$ cat src/rtl/vend_pkg.sv
// vend_pkg: shared state encodings, prices and packed-stock helpers for the vending purchase path
package vend_pkg;
    typedef enum logic [2:0] {
        IDLE   = 3'd0,
        BROWSE = 3'd1,
        PAY    = 3'd2,
        DONE   = 3'd3,
        REFUND = 3'd4
    } state_t;

    localparam int NUM_GOODS = 7;
    localparam int SLOT_W    = 3;
    localparam int STOCK_W   = NUM_GOODS * SLOT_W;

    localparam logic [4:0] PRICE1 = 5'd2;
    localparam logic [4:0] PRICE2 = 5'd3;
    localparam logic [4:0] PRICE3 = 5'd3;
    localparam logic [4:0] PRICE4 = 5'd4;
    localparam logic [4:0] PRICE5 = 5'd5;
    localparam logic [4:0] PRICE6 = 5'd5;
    localparam logic [4:0] PRICE7 = 5'd7;

    // item k (1..NUM_GOODS) lives at bits [SLOT_W*k-1 : SLOT_W*k-SLOT_W]
    function automatic logic [SLOT_W-1:0] get_slot(input logic [STOCK_W-1:0] s, input logic [2:0] idx);
        get_slot = '0;
        for (int k = 1; k <= NUM_GOODS; k++)
            if (idx == 3'(k)) get_slot = s[SLOT_W*k-SLOT_W +: SLOT_W];
    endfunction

    function automatic logic [STOCK_W-1:0] put_slot(input logic [STOCK_W-1:0] s, input logic [2:0] idx,
                                                   input logic [SLOT_W-1:0] v);
        put_slot = s;
        for (int k = 1; k <= NUM_GOODS; k++)
            if (idx == 3'(k)) put_slot[SLOT_W*k-SLOT_W +: SLOT_W] = v;
    endfunction

    // unselected index returns the maximum price so it can never be satisfied
    function automatic logic [4:0] price(input logic [2:0] idx);
        price = idx == 3'd1 ? PRICE1 :
                idx == 3'd2 ? PRICE2 :
                idx == 3'd3 ? PRICE3 :
                idx == 3'd4 ? PRICE4 :
                idx == 3'd5 ? PRICE5 :
                idx == 3'd6 ? PRICE6 :
                idx == 3'd7 ? PRICE7 : 5'd31;
    endfunction

    function automatic logic [4:0] sat_add(input logic [4:0] a, input logic [2:0] b);
        logic [5:0] sum;
        sum = {1'b0, a} + {3'b000, b};
        sat_add = sum[5] ? 5'd31 : sum[4:0];
    endfunction
endpackage

$ cat src/rtl/btn_pulse.sv
// btn_pulse: two-flop synchronizer, stable-high debounce and single press pulse per button hold
module btn_pulse #(
    parameter int DEB_CYCLES = 500000
) (
    input  logic clk,
    input  logic i_rst_n,
    input  logic i_raw,
    output logic o_pulse
);
    localparam int DEB_W = $clog2(DEB_CYCLES + 1);
    localparam logic [DEB_W-1:0] DEB_MAX  = DEB_W'(DEB_CYCLES);
    localparam logic [DEB_W-1:0] DEB_LAST = DEB_W'(DEB_CYCLES - 1);

    logic             r_meta;
    logic             r_sync;
    logic [DEB_W-1:0] r_cnt;
    logic             r_pulse;

    // counter saturates at DEB_MAX so a held button fires once; a low sample re-arms it
    always_ff @(posedge clk or negedge i_rst_n)
        if (!i_rst_n) begin
            r_meta  <= 1'b0;
            r_sync  <= 1'b0;
            r_cnt   <= '0;
            r_pulse <= 1'b0;
        end else begin
            r_meta  <= i_raw;
            r_sync  <= r_meta;
            r_cnt   <= !r_sync ? '0 : (r_cnt == DEB_MAX ? r_cnt : r_cnt + 1'b1);
            r_pulse <= r_sync && r_cnt == DEB_LAST;
        end

    assign o_pulse = r_pulse;
endmodule

$ cat src/rtl/customer_purchase.sv
// customer_purchase: browse/pay/dispense controller owning stock, selection, credit and change
module customer_purchase
    import vend_pkg::*;
#(
    parameter logic [2:0] INIT_STOCK  = 3'd5,
    parameter int         DEB_CYCLES  = 500000,
    parameter int         HOLD_CYCLES = 100000000
) (
    input  logic        clk,
    input  logic        EN,
    input  logic        btn_next,
    input  logic        btn_confirm,
    input  logic        btn_cancel,
    input  logic        coin_valid,
    input  logic [2:0]  coin_val,
    input  logic        restock,
    input  logic [20:0] restock_data,
    output logic [20:0] goodleft,
    output logic [2:0]  behavior,
    output logic [4:0]  paid,
    output logic [4:0]  change,
    output logic        dispense,
    output logic        sold_out,
    output logic [2:0]  state
);
    localparam int HOLD_W = $clog2(HOLD_CYCLES + 1);
    localparam logic [HOLD_W-1:0] HOLD_LAST = HOLD_W'(HOLD_CYCLES - 1);

    logic              w_next;
    logic              w_confirm;
    logic              w_cancel;
    logic [SLOT_W-1:0] w_slot;
    logic [4:0]        w_price;
    logic [2:0]        w_coin;

    state_t             r_state;
    logic [STOCK_W-1:0] r_stock;
    logic [2:0]         r_behavior;
    logic [4:0]         r_paid;
    logic [4:0]         r_change;
    logic               r_dispense;
    logic               r_sold_out;
    logic [HOLD_W-1:0]  r_hold;

    btn_pulse #(.DEB_CYCLES(DEB_CYCLES)) u_next    (.clk(clk), .i_rst_n(EN), .i_raw(btn_next),    .o_pulse(w_next));
    btn_pulse #(.DEB_CYCLES(DEB_CYCLES)) u_confirm (.clk(clk), .i_rst_n(EN), .i_raw(btn_confirm), .o_pulse(w_confirm));
    btn_pulse #(.DEB_CYCLES(DEB_CYCLES)) u_cancel  (.clk(clk), .i_rst_n(EN), .i_raw(btn_cancel),  .o_pulse(w_cancel));

    assign w_slot  = get_slot(r_stock, r_behavior);
    assign w_price = price(r_behavior);
    assign w_coin  = coin_valid ? coin_val : 3'd0;

    always_ff @(posedge clk or negedge EN)
        if (!EN) begin
            r_state    <= IDLE;
            r_stock    <= {NUM_GOODS{INIT_STOCK}};
            r_behavior <= 3'd0;
            r_paid     <= 5'd0;
            r_change   <= 5'd0;
            r_dispense <= 1'b0;
            r_sold_out <= 1'b0;
            r_hold     <= '0;
        end else begin
            r_dispense <= 1'b0;
            r_sold_out <= 1'b0;
            case (r_state)
                IDLE: begin
                    if (restock) r_stock <= restock_data;
                    if (w_next) begin
                        r_state    <= BROWSE;
                        r_behavior <= 3'd1;
                    end
                end
                BROWSE:
                    if (w_cancel) begin
                        r_state    <= IDLE;
                        r_behavior <= 3'd0;
                    end else if (w_confirm) begin
                        if (w_slot != '0) begin
                            r_state <= PAY;
                            r_paid  <= 5'd0;
                        end else
                            r_sold_out <= 1'b1;
                    end else if (w_next)
                        r_behavior <= r_behavior == 3'd7 ? 3'd1 : r_behavior + 3'd1;
                // cancel outranks a satisfied price; a coin in the cancel cycle is refunded too
                PAY:
                    if (w_cancel) begin
                        r_state  <= REFUND;
                        r_change <= sat_add(r_paid, w_coin);
                        r_paid   <= 5'd0;
                    end else if (r_paid >= w_price) begin
                        r_state    <= DONE;
                        r_stock    <= put_slot(r_stock, r_behavior, w_slot - 3'd1);
                        r_change   <= r_paid - w_price;
                        r_paid     <= 5'd0;
                        r_dispense <= 1'b1;
                    end else if (coin_valid)
                        r_paid <= sat_add(r_paid, coin_val);
                DONE, REFUND:
                    if (r_hold == HOLD_LAST) begin
                        r_state    <= IDLE;
                        r_hold     <= '0;
                        r_change   <= 5'd0;
                        r_behavior <= 3'd0;
                    end else
                        r_hold <= r_hold + 1'b1;
                default: r_state <= IDLE;
            endcase
        end

    assign goodleft = r_stock;
    assign behavior = r_behavior;
    assign paid     = r_paid;
    assign change   = r_change;
    assign dispense = r_dispense;
    assign sold_out = r_sold_out;
    assign state    = r_state;
endmodule

$ cat config.mk
export PLATFORM = sky130hd
export DESIGN_NAME = customer_purchase
export DESIGN_NICKNAME = d
export VERILOG_FILES = /design/src/rtl/vend_pkg.sv /design/src/rtl/btn_pulse.sv /design/src/rtl/customer_purchase.sv
export SDC_FILE = /design/constraint.sdc
export NUM_CORES = 1
export LEC_CHECK = 0
export CAP_MARGIN = 20
export CORE_MARGIN = 3
export CORE_UTILIZATION = 45
export DETAILED_ROUTE_END_ITERATION = 6
export PLACE_DENSITY = 0.75
export RECOVER_POWER = 25
export SETUP_SLACK_MARGIN = 0.5
export SLEW_MARGIN = 20
export SYNTH_ARGS = -nofsm -noshare
export SYNTH_HDL_FRONTEND = slang
export SYNTH_SLANG_ARGS = --single-unit
$ cat constraint.sdc
create_clock -name clk -period 3.4 [get_ports clk]
set_clock_uncertainty 0.1 [all_clocks]
set_input_delay 0.51 -clock clk [delete_from_list [all_inputs] [get_ports clk]]
set_output_delay 0.51 -clock clk [all_outputs]
set_load 0.01 [all_outputs]
# Yosys cells after proc, flatten, opt, wreduce, memory -nomap -nowiden
# Cells that the tools add are included.
# W data, S select, Z words.
# totals
out_inout_bits	39
in_bits	31
reg_bits	132
wordCells	165
# classes
n_addsub	9
eq_ne	42
mux	66
n_reduce_logical	21
magnitude_cmp	1
# op_table
op	count
$eq A19 B19 Y1 const B	6
$mux W19	6
$mux W5	18
$mux W3	26
$mux W21	3
$add A19 B1 Y19 const B	3
$reduce_and A5 Y1	10
$pmux W21 S2	1
$ne A2 B2 Y1 const B	16
$add A27 B1 Y27 const B	1
$eq A27 B27 Y1 const B	1
$mux W27	1
$pmux W5 S2	2
$eq A3 B3 Y1 const B	5
$add A5 B3 Y6	2
$eq A3 B2 Y1 const B	4
$pmux W3 S4	1
$ne A3 B2 Y1 const B	3
$pmux W3 S3	1
$mux W1	7
$eq A3 B1 Y1 const B	2
$ne A3 B1 Y1 const B	2
$reduce_bool A2 Y1	3
$reduce_bool A3 Y1	2
other kinds (10)	13

# Depth between registers and ports, before layout
# Gate-level depths: netlist (run 1).
# logic_depth
ltp_word	13
mapped_depth	17
depth_no_buf	16

# Hierarchy
# Synthesis (run 1) repeated with hierarchy kept, for this count alone.
# unflattened
cells_unflattened	834
area_unflattened_um2	7793.7
# modules_own_cells
module	area_each_um2	seq_area_each_um2	n_inst	cells_each
customer_purchase	4314.1	1669.1	1	480
btn_pulse	1159.9	550.5	3	118

# Worst setup path after synthesis (run 1)
# Ideal clock, no wire load.
# synth_path
kind	reg-to-reg
startpoint	register r_behavior[1] (netlist: behavior[1])
endpoint	register r_stock[13] (netlist: goodleft[13])
arrival_ns	3.252
required_time_ns	3.172
period_less_slack_ns	3.479
setup_time_ns	0.128
path_stages_with_launch	15
path_buffers	2
setup_slack_ns	-0.079
path_cell_list	dfrtp_1 -> inv_1 -> ha_1 -> clkbuf_1 -> nor2_1 -> o21ai_0 -> inv_1 -> ha_1 -> nor2b_1 -> o31a_1 -> o22ai_1 -> or4_1 -> clkbuf_1 -> o31ai_2 -> mux2_1
# synth_via
elab_chain_len	13
word_cells_on_any_way	30
cone_classes	add/sub: 1; order compare: 1; eq/ne: 9; mux: 18; reduce/logical: 1
# synth_lines
element	line_no	source
from (decl)	customer_purchase.sv:38	logic [2:0] r_behavior;
from (signal assigned)	customer_purchase.sv:85	r_behavior <= r_behavior == 3'd7 ? 3'd1 : r_behavior + 3'd1;
$eq A3 B1 Y1	vend_pkg.sv:27, vend_pkg.sv:39	
$mux W3 (7 in series)	vend_pkg.sv:27	if (idx == 3'(k)) get_slot = s[SLOT_W*k-SLOT_W +: SLOT_W];
$sub A3 B1 Y3	customer_purchase.sv:94	r_stock <= put_slot(r_stock, r_behavior, w_slot - 3'd1);
$mux W3	vend_pkg.sv:34	if (idx == 3'(k)) put_slot[SLOT_W*k-SLOT_W +: SLOT_W] = v;
$mux W21	customer_purchase.sv:92	end else if (r_paid >= w_price) begin
$mux W21	customer_purchase.sv:88	if (w_cancel) begin
$pmux W21 S2	customer_purchase.sv:66	case (r_state)
to (signal assigned)	customer_purchase.sv:56	r_stock <= {NUM_GOODS{INIT_STOCK}};
to (signal assigned)	customer_purchase.sv:68	if (restock) r_stock <= restock_data;
to (signal assigned)	customer_purchase.sv:94	
to (decl)	customer_purchase.sv:37	logic [STOCK_W-1:0] r_stock;
# Several ways; a longest one is shown, not always the timed one. The select of a mux whose other input is x is not followed.
# A chain may end at the register's enable or synchronous reset.

# Final worst setup path (run 1)
# layout_path
startpoint	register r_behavior[0] (netlist: behavior[0])
endpoint	register r_paid[2] (netlist: paid[2])
# layout_via
elab_chain_len	12
word_cells_on_any_way	29
cone_classes	order compare: 1; eq/ne: 9; mux: 17; reduce/logical: 2
# layout_lines
element	line_no	source
$eq A3 B3 Y1	vend_pkg.sv:27, vend_pkg.sv:45	
$mux W5	vend_pkg.sv:45	idx == 3'd7 ? PRICE7 : 5'd31;
$mux W5	vend_pkg.sv:44	idx == 3'd6 ? PRICE6 :
$mux W5	vend_pkg.sv:43	idx == 3'd5 ? PRICE5 :
$mux W5	vend_pkg.sv:42	idx == 3'd4 ? PRICE4 :
$mux W5	vend_pkg.sv:41	idx == 3'd3 ? PRICE3 :
$mux W5	vend_pkg.sv:40	idx == 3'd2 ? PRICE2 :
$mux W5	vend_pkg.sv:39	price = idx == 3'd1 ? PRICE1 :
$ge A5 B5 Y1	customer_purchase.sv:92	
$mux W5	customer_purchase.sv:92	
$mux W5	customer_purchase.sv:88	
$pmux W5 S2	customer_purchase.sv:66	
to (signal assigned)	customer_purchase.sv:99	r_paid <= sat_add(r_paid, coin_val);
to (decl)	customer_purchase.sv:39	logic [4:0] r_paid;
# Several ways; a longest one is shown, not always the timed one.

==> results.cfg, run 1 <==
[die]
die_w_um = 135
rows = 46
coreArea_um2 = 16100
start_util_pct = 46.8
dieArea_um2 = 18300
dieHeight_um = 135
io_pins = 70

[pwr]
vdd_ir_drop_max_mv = 0.355
seqPwrFrac_pct = 44.0
power_switching_share_pct = 22.6
power.internal_mw = 2.93
p_leak_nw = 4.15
p_switching_mw = 0.853
power_frac_clock_pct = 49.6
combPwrFrac_pct = 6.4
pwr_density_cell_nw_per_um2 = 388

[critical_path]
worstReg2RegStart = behavior[0]$_DFFE_PN0P_
cp_max_fo = 8
cp.arrival_ns = 3.65
critPathLaunch = behavior[0]$_DFFE_PN0P_
worstPathRequired_ns = 3.61
path_class = reg2reg
endpoint_kind = flip-flop
cp-start-kind = flip-flop

[sta]
period_minus_slack_ns = 3.44
finalSetupViolCount = 3
hold_viol_final = 0
tns_ns = -0.115
timing.hold.ws_ns = 0.121
fin_ws_ns = -0.0397
rsz0062_at_grt = yes
period_share_pct = 101
fmax_ghz = 0.291
slew_violations = 0
worst_pin_slew_ns = 1.02
relSlewSlack_pct = 32.1

[yosys]
netlist_area_um2 = 7530
synthCells = 792
synth_cell_types = 69
yosysSeqAreaShare_pct = 44.1
async_flop_share_pct = 100
synth_warnings = 0
synthFlopType = dfrtp_1
syn-mean-instance-area_um2 = 9.51
synth_nets = 852
synth_edf_count = 0
synth_seq_cells = 132

[global_routing]
grt_max_degree = 116
grt_overflow_total = 0
grt_pass1_vias = 5848
gr-usage-all-layers_pct = 19.3
antenna_found_initial = 0
grt_first_pass_wirelength_mm = 28.8

[placement]
portBuffers = 69
gp_congestion = 0.901
hpwl_mm = 11.5

[cts]
cts_root_buf = clkbuf_16
cts_buffers = 17
cts_sinks = 132
htreeDepth = 4
postCtsHoldBufs = 0
cts_tree = yes
clock_path_buffers = 2
path_clk_slew_ns = 0.06
clock_latency_ns = 0.42

[cells_and_area]
diodes = 0
layout_commonest_cell = dfrtp_1
layout-drive-gt1-share_pct = 17.5
fin_nets = 956
mostFrequentLayoutCells = dfrtp_1, nor2_1, clkdlybuf4s50_1
areaGrowthSynthToFinish_pct = 29.5

[route]
vias = 6215
routedWlPerCell_um = 16.2
wl_met2_mm = 8.65
drtPass1Iterations = 7
antenna_left = 0
met3WireLength_mm = 1.18
drt-met1-wl_mm = 8.03
viasPerCell = 5.52
wl_mm = 18.2
routed.top_layer = met4
drtIter0Drc = 463
drc = 0

[run]
maxCapViolCount = 0

[run_status]
violations = negative setup slack
status = complete, but fails checks

[min_path]
min_path_type = in2async
[cell usage after synthesis (all sizes together), types with 12 or more instances]
library cell	n	share of area [%]
nor2b	14	1.2
ha	26	4.3
nand4	17	1.6
nand3	41	2.7
xor2	23	2.7
or3	12	1.0
and2	38	3.2
and3	15	1.2
mux2i	12	1.6
dfstp	14	4.9
nor2	86	4.3
xnor2	44	5.1
inv	42	2.1
nand2	61	3.0
dfrtp	118	39
mux2	19	2.9
clkbuf	21	1.0
a21oi	31	2.1
o21ai	35	2.3
[metal layers]
metal | up-vias | global-route usage, %
met5 | - | 0
met4 | 0 | 6.22
met2 | 239 | 30.2
li1 | 2953 | -
met3 | 47 | 4.64
met1 | 2976 | 26.7
[cell type report]
| cell class | instances | area (um^2) |
|---|---|---|
| Fill cell | 1282 | 6360 |
| Multi-Input combinational cell | 590 | 4320 |
| Sequential cell | 132 | 3320 |
| Timing Repair Buffer | 111 | 1050 |
| Clock buffer | 22 | 494 |
| Tap cell | 216 | 270 |
| Inverter | 44 | 174 |
| Clock inverter | 10 | 123 |
[state kept, by name (all words and copies together) (netlist names), 3 cells and up]
name and cells:
behavior 3, change 5, goodleft 21, paid 5, r_hold 27, state 3, u_cancel.r_cnt 19, u_confirm.r_cnt 19
u_next.r_cnt 19
[cell families after synthesis]
kind of cell               Yosys count  share of synthesized area, %
adders and majority gates           29                          5.11
muxes                               31                          4.53
DFF                                132                          44.1
and+or+nand+nor                    343                          24.3
buffers and inverters               70                          3.60
AOI/OAI and AO/OA                  120                          10.6
xor gates and xnor gates            67                          7.79
[worst paths after layout]
kind / to / slack (ns) / depth (start not counted)
hold / removal: change[2]$_DFFE_PN0P_ / 0.12 / 1
setup / recovery: paid[2]$_DFFE_PN0P_ / -0.04 / 15
setup reg to reg: paid[2]$_DFFE_PN0P_ / -0.04 / 15
max in group asynchronous: u_cancel.r_cnt[12]$_DFFE_PN0P_ / 2.35 / 2
min in group clk: u_cancel.r_sync$_DFF_PN0_ / 0.25 / 0
hold reg to reg: u_cancel.r_sync$_DFF_PN0_ / 0.25 / 0
[power by group through the flow]
stage | logic [mW] | registers, mW | clock network, mW
after detailed placement | 0.223 | 1.69 | 0
after global placement | 0.220 | 1.69 | 0
final | 0.241 | 1.67 | 1.87
after global routing | 0.265 | 1.67 | 1.99
after floorplan | 0.0809 | 1.69 | 0
after CTS | 0.228 | 1.66 | 1.91
[stage by stage]
step | utilization (%) | cell area (um^2) | std cells | setup WS [ns] | power (mW)
2_1_floorplan | - | 7660 | 792 | 0.277 | 1.77
3_3_place_gp | 53.0 | 8550 | 1061 | 0.195 | 1.91
3_5_place_dp | 53.0 | 8550 | 1061 | 0.0763 | 1.91
4_1_cts | 58.4 | 9410 | 1106 | 0.276 | 3.80
5_1_grt | 60.5 | 9750 | 1125 | -0.122 | 3.92
6_report | 60.5 | 9750 | 1125 | -0.0397 | 3.78
[timing repair]
action	in CTS	in global routing
buffers inserted	13	19
setup endpoints to repair	28	28
pin swaps	15	17
resized for setup	27	38
[worst max-delay path, cell delays in order, from the launching register on]
cell,delay (ns)
dfrtp_2,0.45
buf_4,0.15
inv_2,0.10
ha_4,0.20
a21oi_1,0.10
a222oi_1,0.46
o221a_2,0.31
inv_2,0.05
ha_4,0.16
ha_4,0.16
nor2b_4,0.10
nand3b_1,0.11
o21a_1,0.25
nor2_4,0.16
a21bo_4,0.25
a22o_1,0.20
Power figures use the tool's default switching activity.
==> run 2, diff against run 1 <==
--- a/config.mk
+++ b/config.mk
@@ -7,9 +7,9 @@
 export LEC_CHECK = 0
 export CAP_MARGIN = 20
 export CORE_MARGIN = 3
-export CORE_UTILIZATION = 45
+export CORE_UTILIZATION = 39
 export DETAILED_ROUTE_END_ITERATION = 6
-export PLACE_DENSITY = 0.75
+export PLACE_DENSITY = 0.67
 export RECOVER_POWER = 25
 export SETUP_SLACK_MARGIN = 0.5
 export SLEW_MARGIN = 20
==> results.cfg, run 2 (synthesis gave the netlist of run 1 again) <==
[die]
coreArea_um2 = 18800
start_util_pct = 40.0
die_w_um = 145
rows = 50
dieArea_um2 = 21000
io_pins = 70
dieHeight_um = 145

[route]
routedWlPerCell_um = 14.9
drtPass1Iterations = 6
drc = 0
viasPerCell = 5.11
drtIter0Drc = 329
antenna_left = 0
wl_mm = 17.3
vias = 5942

[global_routing]
grt_overflow_total = 0
grt_max_degree = 53
met1_usage_pct = 23.1
grt_first_pass_wirelength_mm = 29.4
gr-usage-all-layers_pct = 16.7
grt.busiest_layer = met2
grt_pass1_vias = 5878
antenna_found_initial = 0
use_met2_pct = 26.6
grt_use_met3_pct = 4.12

[cells_and_area]
largest-register = r_hold
areaGrowthSynthToFinish_pct = 28.4
layout-drive-gt1-share_pct = 16.9
mostFrequentLayoutCells = dfrtp_1, nor2_1, clkdlybuf4s50_1
final_area_um2 = 9670
diodes = 0
fin_nets = 949
layout_commonest_cell = dfrtp_1
largest_reg_flops = 27

[placement]
place_area_um2 = 8630
gp_congestion = 0.895
portBuffers = 69
hpwl_mm = 11.8

[critical_path]
slowest_delay_ns = 0.58
worstPathRequired_ns = 3.61
crit_path_top_delay_cell = or4_4
endpoint_kind = flip-flop
reg2reg_slack_ns = 0.27
path_cells = inv_4 > buf_12 > buf_4 > nor2_4 > o21ai_2 > inv_2 > ha_4 > nor2b_4 > o31a_1 > o22ai_2 > or4_4 > o31ai_4 > mux2_4
path_class = reg2reg
cp-start-kind = flip-flop
cp_max_fo = 8
cp.arrival_ns = 3.34

[pwr]
pwr_density_cell_nw_per_um2 = 374
p_leak_nw = 4.12
vdd_ir_drop_max_mv = 0.346

[sta]
period_minus_slack_ns = 3.13
fmax_ghz = 0.319
rsz0062_at_grt = yes
finalSetupViolCount = 0
slew_violations = 0
relSlewSlack_pct = 10.8
hold_viol_final = 0
tns_ns = 0
period_share_pct = 92.2
worst_pin_slew_ns = 1.34

[cts]
cts_sinks = 132
clock_latency_ns = 0.42
cts_buffers = 17
clock_path_buffers = 2
htreeDepth = 4
cts_root_buf = clkbuf_16
cts_tree = yes
path_clk_slew_ns = 0.06

[run_status]
status = complete, no violations

[min_path]
min_path_type = reg2reg

[run]
maxCapViolCount = 0
==> run 2: cell count changes in the layout (fill, tap and decap cells not counted), sizes merged <==
cell         before  now
buf              42   34
clkinv            4   12
clkbuf           23   18
clkinvlp          6    1
inv              42   45
bufinv            2    1
dlygate4sd3       3    4
==> run 2: where the power goes <==
part           internal [mW]  switching, mW  total [mW]
clock network           1.01          0.700        1.71
logic                  0.137          0.112       0.248
registers               1.62         0.0467        1.67
==> run 2: what timing repair did <==
item	in CTS	in global routing
buffers inserted	15	7
hold buffers	1	0
gates resized for setup	32	30
pin swaps	16	14
gates cloned	0	0
endpoints found under the setup margin	28	27
hold endpoints to repair	36	0
==> run 2: path summary, 6_finish.rpt <==
path                                         start  depth (start not counted)                        endpoint
max                        behavior[0]$_DFFE_PN0P_                         13        goodleft[13]$_DFFE_PN0P_
min                        u_next.r_meta$_DFF_PN0_                          0         u_next.r_sync$_DFF_PN0_
max reg2reg                behavior[0]$_DFFE_PN0P_                         13        goodleft[13]$_DFFE_PN0P_
min reg2reg                u_next.r_meta$_DFF_PN0_                          0         u_next.r_sync$_DFF_PN0_
max in group asynchronous                       EN                          3  u_cancel.r_cnt[13]$_DFFE_PN0P_
min in group asynchronous                       EN                          2           change[0]$_DFFE_PN0P_
==> run 2: through the flow <==
| step | worst slack (ns) | cells | util, % | hold WS (ns) | total power, mW |
|---|---|---|---|---|---|
| floorplan | 0.277 | 792 | - | 0.114 | 1.77 |
| global placement | 0.150 | 1107 | 45.8 | 0.231 | 1.91 |
| detailed placement | 0.0535 | 1107 | 45.8 | 0.236 | 1.92 |
| CTS | 0.338 | 1155 | 50.2 | 0.249 | 3.65 |
| global route | 0.106 | 1162 | 51.4 | 0.258 | 3.78 |
| finish | 0.265 | 1162 | 51.4 | 0.248 | 3.62 |
==> run 2: layout make-up <==
| type | count | area (um^2) |
|---|---|---|
| clock buffers | 17 | 425 |
| clock inverters | 15 | 131 |
| fillers | 1676 | 9160 |
| inverters | 44 | 171 |
| multi-input cells | 590 | 4310 |
| flip-flops and latches | 132 | 3320 |
| well taps | 260 | 325 |
| repair buffers | 104 | 987 |
==> run 2: critical path, delay by kind of cell (launching register included) <==
| family | cells | cell delay, ns |
|---|---|---|
| mux | 1 | 0.32 |
| fa+ha+maj | 1 | 0.26 |
| compound gates | 4 | 0.72 |
| simple gates | 3 | 0.75 |
| buf+inv | 4 | 0.37 |
| flops | 1 | 0.48 |
==> run 2: layer usage <==
metal / share of wire (%) / wire (um)
met1: 47 / 8190
met4: 0.99 / 170
met5: 0 / 0
met3: 4.2 / 719
met2: 47 / 8180
